--- config.mk ---
export PLATFORM = sky130hd
export DESIGN_NAME = pwr_cntr_reader_flat
export DESIGN_NICKNAME = d
export VERILOG_FILES = /design/src/rtl/pwr_cntr_reader_if.sv /design/src/rtl/pwr_cntr_reader.sv /design/src/flat_wrapper.sv
export SDC_FILE = /design/constraint.sdc
export NUM_CORES = 1
export LEC_CHECK = 0
export ABC_AREA = 1
export CAP_MARGIN = 20
export CORE_UTILIZATION = 48
export DETAILED_ROUTE_END_ITERATION = 10
export PLACE_DENSITY = 0.66
export RECOVER_POWER = 25
export REMOVE_ABC_BUFFERS = 1
export SLEW_MARGIN = 20
export SYNTH_ARGS = -nofsm -noshare
export SYNTH_HDL_FRONTEND = slang
export SYNTH_SLANG_ARGS = --single-unit
--- constraint.sdc ---
create_clock -name clk -period 2.6 [get_ports clk]
set_input_delay 0.39 -clock clk [delete_from_list [all_inputs] [get_ports clk]]
set_output_delay 0.39 -clock clk [all_outputs]
set_load 0.005 [all_outputs]
--- src/rtl/pwr_cntr_reader_if.sv ---
// Event / readout bundle for the power-class counter bank.
// Latency: pure wiring, no storage.
// Backpressure: rd_ready from the consumer stalls the readout stream; events are never stalled.
//
// Ports:
//   evt_valid/evt_idx/evt_weight - weighted 0->1 transition from the netlist
//   start                         - request a full readout scan
//   rd_valid/rd_ready/rd_idx/rd_data - readout stream, one entry per class
//   busy/done/total/sat           - scan status, grand total, sticky saturation flag
// Modports: master = producer/consumer side (bench), slave = counter bank.
interface pwr_cntr_reader_if #(
    parameter int IDX_W = 3,
    parameter int CNT_W = 16,
    parameter int WGT_W = 4
);
    logic                   evt_valid;
    logic [IDX_W-1:0]       evt_idx;
    logic [WGT_W-1:0]       evt_weight;
    logic                   start;
    logic                   rd_valid;
    logic                   rd_ready;
    logic [IDX_W-1:0]       rd_idx;
    logic [CNT_W-1:0]       rd_data;
    logic                   busy;
    logic                   done;
    logic [CNT_W+IDX_W-1:0] total;
    logic                   sat;

    modport master (
        output evt_valid, evt_idx, evt_weight, start, rd_ready,
        input  rd_valid, rd_idx, rd_data, busy, done, total, sat
    );

    modport slave (
        input  evt_valid, evt_idx, evt_weight, start, rd_ready,
        output rd_valid, rd_idx, rd_data, busy, done, total, sat
    );
endinterface

--- src/rtl/pwr_cntr_reader.sv ---
// Per-power-class weighted counter bank with a streamed readout scan and grand total.
// Latency: events land one edge after evt_valid; first entry valid the cycle after start.
// Backpressure: rd_ready low holds the registered rd_idx/rd_data snapshot; events keep counting.
//
// Ports: clk, reset_L (async active-low), bus (pwr_cntr_reader_if.slave).
// Optional build macro: PWR_CLR_ON_READ_EN - each accepted entry clears its counter.
// Counters saturate at all-ones; a clamp sets the sticky sat flag until reset.
module pwr_cntr_reader #(
    parameter int N_CNTR = 8,
    parameter int IDX_W  = 3,
    parameter int CNT_W  = 16,
    parameter int WGT_W  = 4
) (
    input  logic                clk,
    input  logic                reset_L,
    pwr_cntr_reader_if.slave    bus
);
    localparam logic [CNT_W-1:0] CNT_MAX  = '1;
    localparam logic [IDX_W-1:0] LAST_IDX = IDX_W'(N_CNTR - 1);

    typedef enum logic [1:0] {IDLE, SEND, DONE} state_t;

    state_t            state;
    logic [CNT_W-1:0]  cntr     [N_CNTR];
    logic [CNT_W-1:0]  cntr_nxt [N_CNTR];
    logic [N_CNTR-1:0] clamp;
    logic [CNT_W:0]    sum;
    logic [WGT_W-1:0]  evt_w;
    logic [IDX_W-1:0]  nxt_idx;
    logic              hshk;

    assign evt_w   = bus.evt_weight;
    assign hshk    = bus.rd_valid & bus.rd_ready;
    assign nxt_idx = bus.rd_idx + IDX_W'(1);

    // Next value per class. An out-of-range evt_idx matches no class and is dropped.
    // With clear-on-read, the clear is applied first so a same-edge event survives.
    always_comb begin
        sum = '0;
        for (int i = 0; i < N_CNTR; i++) begin
            cntr_nxt[i] = cntr[i];
            clamp[i]    = 1'b0;
`ifdef PWR_CLR_ON_READ_EN
            if (hshk && bus.rd_idx == IDX_W'(i)) begin
                cntr_nxt[i] = '0;
            end
`endif
            if (bus.evt_valid && bus.evt_idx == IDX_W'(i)) begin
                sum = {1'b0, cntr_nxt[i]} + (CNT_W+1)'(evt_w);
                if (sum[CNT_W]) begin
                    cntr_nxt[i] = CNT_MAX;
                    clamp[i]    = 1'b1;
                end else begin
                    cntr_nxt[i] = sum[CNT_W-1:0];
                end
            end
        end
    end

    always_ff @(posedge clk or negedge reset_L) begin
        if (!reset_L) begin
            for (int i = 0; i < N_CNTR; i++) begin
                cntr[i] <= '0;
            end
            bus.sat <= 1'b0;
        end else begin
            for (int i = 0; i < N_CNTR; i++) begin
                cntr[i] <= cntr_nxt[i];
            end
            if (|clamp) begin
                bus.sat <= 1'b1;
            end
        end
    end

    // Scan FSM. rd_data is always a snapshot of the pre-edge counter value,
    // so it never tracks events that arrive while the entry is stalled.
    always_ff @(posedge clk or negedge reset_L) begin
        if (!reset_L) begin
            state        <= IDLE;
            bus.rd_valid <= 1'b0;
            bus.rd_idx   <= '0;
            bus.rd_data  <= '0;
            bus.busy     <= 1'b0;
            bus.done     <= 1'b0;
            bus.total    <= '0;
        end else begin
            case (state)
                IDLE: begin
                    bus.done <= 1'b0;
                    if (bus.start) begin
                        state        <= SEND;
                        bus.busy     <= 1'b1;
                        bus.rd_valid <= 1'b1;
                        bus.rd_idx   <= '0;
                        bus.rd_data  <= cntr[0];
                        bus.total    <= '0;
                    end
                end
                SEND: begin
                    if (hshk) begin
                        bus.total <= bus.total + (CNT_W+IDX_W)'(bus.rd_data);
                        if (bus.rd_idx == LAST_IDX) begin
                            bus.rd_valid <= 1'b0;
                            bus.done     <= 1'b1;
                            state        <= DONE;
                        end else begin
                            bus.rd_idx  <= nxt_idx;
                            bus.rd_data <= cntr[nxt_idx];
                        end
                    end
                end
                DONE: begin
                    bus.done <= 1'b0;
                    bus.busy <= 1'b0;
                    state    <= IDLE;
                end
                default: begin
                    state <= IDLE;
                end
            endcase
        end
    end
endmodule

--- src/flat_wrapper.sv ---
// flat-port wrapper written by rule: the top's interface ports become plain ports
module pwr_cntr_reader_flat 
#(
    parameter int N_CNTR = 8,
    parameter int IDX_W  = 3,
    parameter int CNT_W  = 16,
    parameter int WGT_W  = 4
)
  (clk, reset_L, bus_evt_valid, bus_evt_idx, bus_evt_weight, bus_start, bus_rd_ready, bus_rd_valid, bus_rd_idx, bus_rd_data, bus_busy, bus_done, bus_total, bus_sat);
  pwr_cntr_reader_if #(.IDX_W(IDX_W), .CNT_W(CNT_W), .WGT_W(WGT_W)) bus_i ();
  input  logic clk;
  input  logic reset_L;
  input wire logic [$bits(bus_i.evt_valid)-1:0] bus_evt_valid;
  input wire logic [$bits(bus_i.evt_idx)-1:0] bus_evt_idx;
  input wire logic [$bits(bus_i.evt_weight)-1:0] bus_evt_weight;
  input wire logic [$bits(bus_i.start)-1:0] bus_start;
  input wire logic [$bits(bus_i.rd_ready)-1:0] bus_rd_ready;
  output wire logic [$bits(bus_i.rd_valid)-1:0] bus_rd_valid;
  output wire logic [$bits(bus_i.rd_idx)-1:0] bus_rd_idx;
  output wire logic [$bits(bus_i.rd_data)-1:0] bus_rd_data;
  output wire logic [$bits(bus_i.busy)-1:0] bus_busy;
  output wire logic [$bits(bus_i.done)-1:0] bus_done;
  output wire logic [$bits(bus_i.total)-1:0] bus_total;
  output wire logic [$bits(bus_i.sat)-1:0] bus_sat;
  assign bus_i.evt_valid = bus_evt_valid;
  assign bus_i.evt_idx = bus_evt_idx;
  assign bus_i.evt_weight = bus_evt_weight;
  assign bus_i.start = bus_start;
  assign bus_i.rd_ready = bus_rd_ready;
  assign bus_rd_valid = bus_i.rd_valid;
  assign bus_rd_idx = bus_i.rd_idx;
  assign bus_rd_data = bus_i.rd_data;
  assign bus_busy = bus_i.busy;
  assign bus_done = bus_i.done;
  assign bus_total = bus_i.total;
  assign bus_sat = bus_i.sat;
  pwr_cntr_reader #(.N_CNTR(N_CNTR), .IDX_W(IDX_W), .CNT_W(CNT_W), .WGT_W(WGT_W)) u_core (.clk(clk), .reset_L(reset_L), .bus(bus_i));
endmodule
After elaboration in Yosys (flattened, before gate mapping). Cells that the tools add are included.

Register bits: 172. Input port bits: 12. Output and inout bits: 42. Word-level logic and storage cells: 114.

Add/subtract/negate cells: 10. Order comparisons: 1. Eq/ne operators: 14. Muxes and demuxes: 50. Bitwise gates (word level): 2. Reductions and logical operators: 21.

Operators by type and width (count): two-way mux 16 bit (13); adder 16 x 4 -> 17 bit (8); binary-select mux 16 bit (select 3 bit) (1); two-way mux 19 bit (2); one-hot mux 19 bit (2 select lines) (1); one-hot mux 16 bit (2 select lines) (1); two-way mux 1 bit (21); adder 19 x 16 -> 19 bit (1); == test 3 bit (second input constant) (5); two-way mux 3 bit (3); AND reduction 3 bit (3); logical AND 1 bit (8); AND reduction 4 bit (2); OR reduction 8 bit (1); == test 3 x 2 -> 1 bit (second input constant) (2); two-way mux 2 bit (3); one-hot mux 1 bit (2 select lines) (3); one-hot mux 3 bit (2 select lines) (1); nonzero test 2 bit (3); greater-or-equal comparator 4 bit (second input constant) (1); != test 2 x 1 -> 1 bit (second input constant) (2); != test 2 bit (second input constant) (2); NOT 3 -> 4 bit (1); one-hot mux 2 bit (2 select lines) (1); 9 further kinds (9).

Logic depth before layout (Yosys ltp). Gate-level depths: netlist of the first run.

Word-level depth: 8. Gate-level depth with buffers: 13. Depth with buffers taken out: 13.

Worst setup path before layout of the first run. OpenSTA, ideal clock, no wires.

Kind: in2reg. From: input bus_evt_weight[0]. To: register u_core.cntr[37] (netlist bit). Setup time: 0.138 ns. Data arrival time: 1.785 ns. Data required time: 2.462 ns. Setup slack: 0.677 ns. Stages on the path: 9. Buffers on the path: 1. Cells stage by stage: ha_1 -> fa_1 -> nand3_1 -> nand3_1 -> nand3_1 -> nor2_1 -> nand3_1 -> clkbuf_1 -> nand3_1.

Longest elaborated chain between the ends: 2.

RTL lines: start, declared (line flat_wrapper.sv:15) `input wire logic [$bits(bus_i.evt_weight)-1:0] bus_evt_weight;`; adder 16 x 4 -> 17 bit (line pwr_cntr_reader.sv:49) `sum = {1'b0, cntr_nxt[i]} + (CNT_W+1)'(evt_w);`; two-way mux 16 bit (line pwr_cntr_reader.sv:50) `if (sum[CNT_W]) begin`; end signal, assigned by index (line pwr_cntr_reader.sv:68) `cntr[i] <= cntr_nxt[i];`; end, declared (line pwr_cntr_reader.sv:24) `logic [CNT_W-1:0] cntr [N_CNTR];`.

No other way between the ends. A chain may end at the register's enable or synchronous reset.

Worst setup path after layout of the first run.
From: input bus_evt_weight[0]. To: register u_core.cntr[46] (netlist bit).

Same word-level chain as after synthesis.

==> out/results.ini, run 1 <==
[cells_and_area]
nets = 1812
n_antenna_cell = 0
fin_cells = 2073
area_delta_synth_final_pct = 15.4
final_layout_size_suffix_gt1_share_pct = 6.84

[pwr]
total_power_mw = 14.5
power.density_nw_per_um2 = 1070
irDropWorstVdd_uv = 564
p_leak_nw = 6.41

[clock_network]
clockRootBuffer = clkbuf_16
cts_sinks = 172
clock_latency_ns = 0.44
post_cts_buffers = 0
numCtsBuffers = 17
clockBufferDepth = 2
cts_tree = done
ctsResizeCount = 0
path_clk_slew_ns = 0.07
cts-htree-levels = 4
ctsHoldBuffers = 0

[yosys]
synth.top_cell.area_share_pct = 36.7
yosysWarnings = 0
synth_cell_types = 44
synthCells = 1662
ys_ff_latch = 172
avgSynthCellArea_um2 = 7.05
synth_top_family_by_area = simple AND/OR/NAND/NOR gates
ys.flop_type = dfrtp_1
synth-xor-area-share_pct = 2.32
yosys.area.top_type = dfrtp_1
syn_area_um2 = 11700
synth_compound_area_share_pct = 12.7
synth_edf_count = 0
synth.area.mux_share_pct = 0
yosys.area_share.simple_pct = 34.0
ys_seq_area_share_pct = 36.7
synthAdderAreaFrac_pct = 6.88
async_reset_ff_share_pct = 100
ys_top_cells_by_area = dfrtp_1 37%, nand2_1 14%, nand3_1 7.2%, o21ai_0 6.5%, inv_1 5.8%

[worst_setup_path]
rr_endpoint = u_core.bus.rd_data[14]
critical_path.cell_chain = clkdlybuf4s50_1 -> buf_12 -> ha_1 -> fa_1 -> nand3_1 -> nand3_1 -> nand3_1 -> nor2_1 -> inv_1 -> nor2_1 -> nand2_1 -> nand2_1 -> nand3_1
critPathLaunch = bus_evt_weight[0]
slowest_delay_ns = 0.50
r2r-start = u_core.bus.rd_idx[0]
worst-path-max-fanout = 8
r2r_slack_ns = 0.44
crit_path_start_kind = primary input
reg2reg_depth = 10
worstSetupEndpointType = flip-flop
worst_ep_required_time_ns = 2.91
crit_end = u_core.cntr[46]
crit_top_cell = nand3_1
crit_slowest_cell = clkdlybuf4s50_1
critPathKind = in2reg
cp.arrival_ns = 2.54

[timing]
period_share_pct = 85.4
relSlewSlack_pct = -33.1
finalCriticalPeriod_ns = 2.22
fin_skew_ns = 0.0111
finalSetupViolations = 0
max_freq_mhz = 450
hold_viol = 0
rsz0062_at_grt = false
fin_ws_ns = 0.379
fin_hold_ws_ns = 0.491
slew_violations = 74
tightest_slew_ns = 2.00

[global_routing]
grt_pass1_wl_um = 54200
grt_pass1_vias = 10879
grt-ovfl-total = 0
grt_max_degree = 81
antenna_found_initial = 0
track_usage_pct = 27.9

[detailed_routing]
drc = 0
drt-total-wl_um = 33000
drtAntennaViolNets = 0
first_pass_iters = 5
post_drt_wl_per_cell_um = 15.9
dr_total_vias = 11484
viasPerCell = 5.54
drtIter0Drc = 841

[floorplanning]
die_y_um = 158
initial_core_util_pct = 49.5
die_w_um = 158
io_pins = 54
dieArea_um2 = 25000
num_rows = 56
coreArea_um2 = 23700

[placed_design]
placedCellCount = 2041
globalplace.congestion = 0.919
numPortBuffers = 53
place_ws_ns = -0.0259
hpwl_um = 25200

[status]
violations = max-capacitance violations, max-slew violations
status = finished, violations left

[worst_hold_path]
hp-class = in2async

[run]
drv_cap = 1

## cell usage after synthesis, types with 2 or more instances
library cell,count
o31ai_1,2
a22oi_1,8
o21ai_1,8
nand2_2,2
or2_2,14
a21o_1,2
nand4_1,49
buf_1,2
o211ai_1,3
nor3_1,31
a31oi_1,4
nor2_4,5
a21oi_4,2
nor2_2,7
nand3_1,169
buf_2,14
inv_1,181
nand3b_1,17
dfrtp_1,172
nor2_1,143
nor3_2,3
and2_1,3
inv_2,5
fa_1,9
xnor2_1,21
xor2_1,10
clkbuf_1,21
nor4_1,8
nor3b_1,2
ha_1,50
nand2_1,435
a21oi_1,90
o22ai_1,7
o21ai_0,153
## layout by cell type (no fill, tap or decap), types with 9 or more instances in the layout
cell type and instances:
xor2_1 10, inv_1 181, nand3_1 169, fa_1 9, clkbuf_16 17, ha_1 50
nor3_1 31, nand2_1 435, buf_12 9, xnor2_1 21, nor2_1 143, nand4_1 49
o21ai_0 153, a21oi_1 90, nand3b_1 17, or2_2 14, buf_4 37, dfrtp_1 171
clkdlybuf4s50_1 52
## worst min path at each step
stage | from | to | slack (ns) | depth (start not counted)
after floorplan | reset_L | u_core.bus.busy | 0.09 | 0
after global placement | reset_L | u_core.cntr[63] | 0.47 | 1
after detailed placement | reset_L | u_core.cntr[57] | 0.47 | 1
after CTS | reset_L | u_core.cntr[57] | 0.002 | 1
after global routing | u_core.bus.done | u_core.bus.done | 0.52 | 2
final | reset_L | u_core.cntr[57] | 0.49 | 1
## kinds of logic (layout without fill, tap and decap cells)
logic type / count (synthesis) / after routing
compound gates: 281 / 281
xor+xnor: 31 / 31
fa+ha+maj: 59 / 59
buf+inv: 226 / 318
flops: 172 / 172
simple gates: 893 / 893
## sequential cells by signal, summed over array words and instances, names as in the netlist
signal and count:
u_core.bus.rd_idx 3, u_core.bus.rd_data 16, u_core.bus.total 19, u_core.bus.done 1
u_core.bus.rd_valid 1, u_core.cntr 128, u_core.bus.busy 1, u_core.bus.sat 1
u_core.state 2
## final cells by class
type	count	area [µm²]
Inverter	187	702
Clock buffer	19	443
Timing Repair Buffer	99	983
Clock inverter	13	141
Sequential cell	172	4310
Multi-Input combinational cell	1264	6540
Fill cell	2315	10200
Tap cell	319	399
## routing by layer
layer / vias to the layer above / share of wire, % / track usage [%]
met5: - / 0 / 0
li1: 5698 / - / -
met2: 349 / 46 / 45.6
met1: 5397 / 46 / 37.8
met4: 0 / 2.0 / 8.52
met3: 40 / 5.7 / 4.63
## worst max-delay path, delay by kind of cell
family                   cells  cell delay (ns)
AND/OR/NAND/NOR              8             0.92
buffers and inverters        3             0.78
adder cells (fa/ha/maj)      2             0.43
## power breakdown
part | switching [mW] | total, mW | internal [mW]
Combinational | 4.70 | 7.71 | 3.01
Clock | 1.15 | 2.59 | 1.45
Sequential | 0.819 | 4.21 | 3.39
## per-stage QoR
step / TNS, ns / utilization [%] / instance area [µm²]
detailed placement: -0.0749 / 54.6 / 12900
finish: 0 / 57.1 / 13500
global route: 0 / 57.1 / 13500
floorplan: -12.44 / - / 11500
CTS: 0 / 57.1 / 13500
global placement: 0 / 54.6 / 12900
No activity file was read; power rests on OpenSTA's default activity.
==> run 2, diff against run 1 <==
Settings changed: SKIP_CTS_REPAIR_TIMING set to 1.
==> results of run 2 <==
Final layout, timing and power as in run 1 (identical DEF).
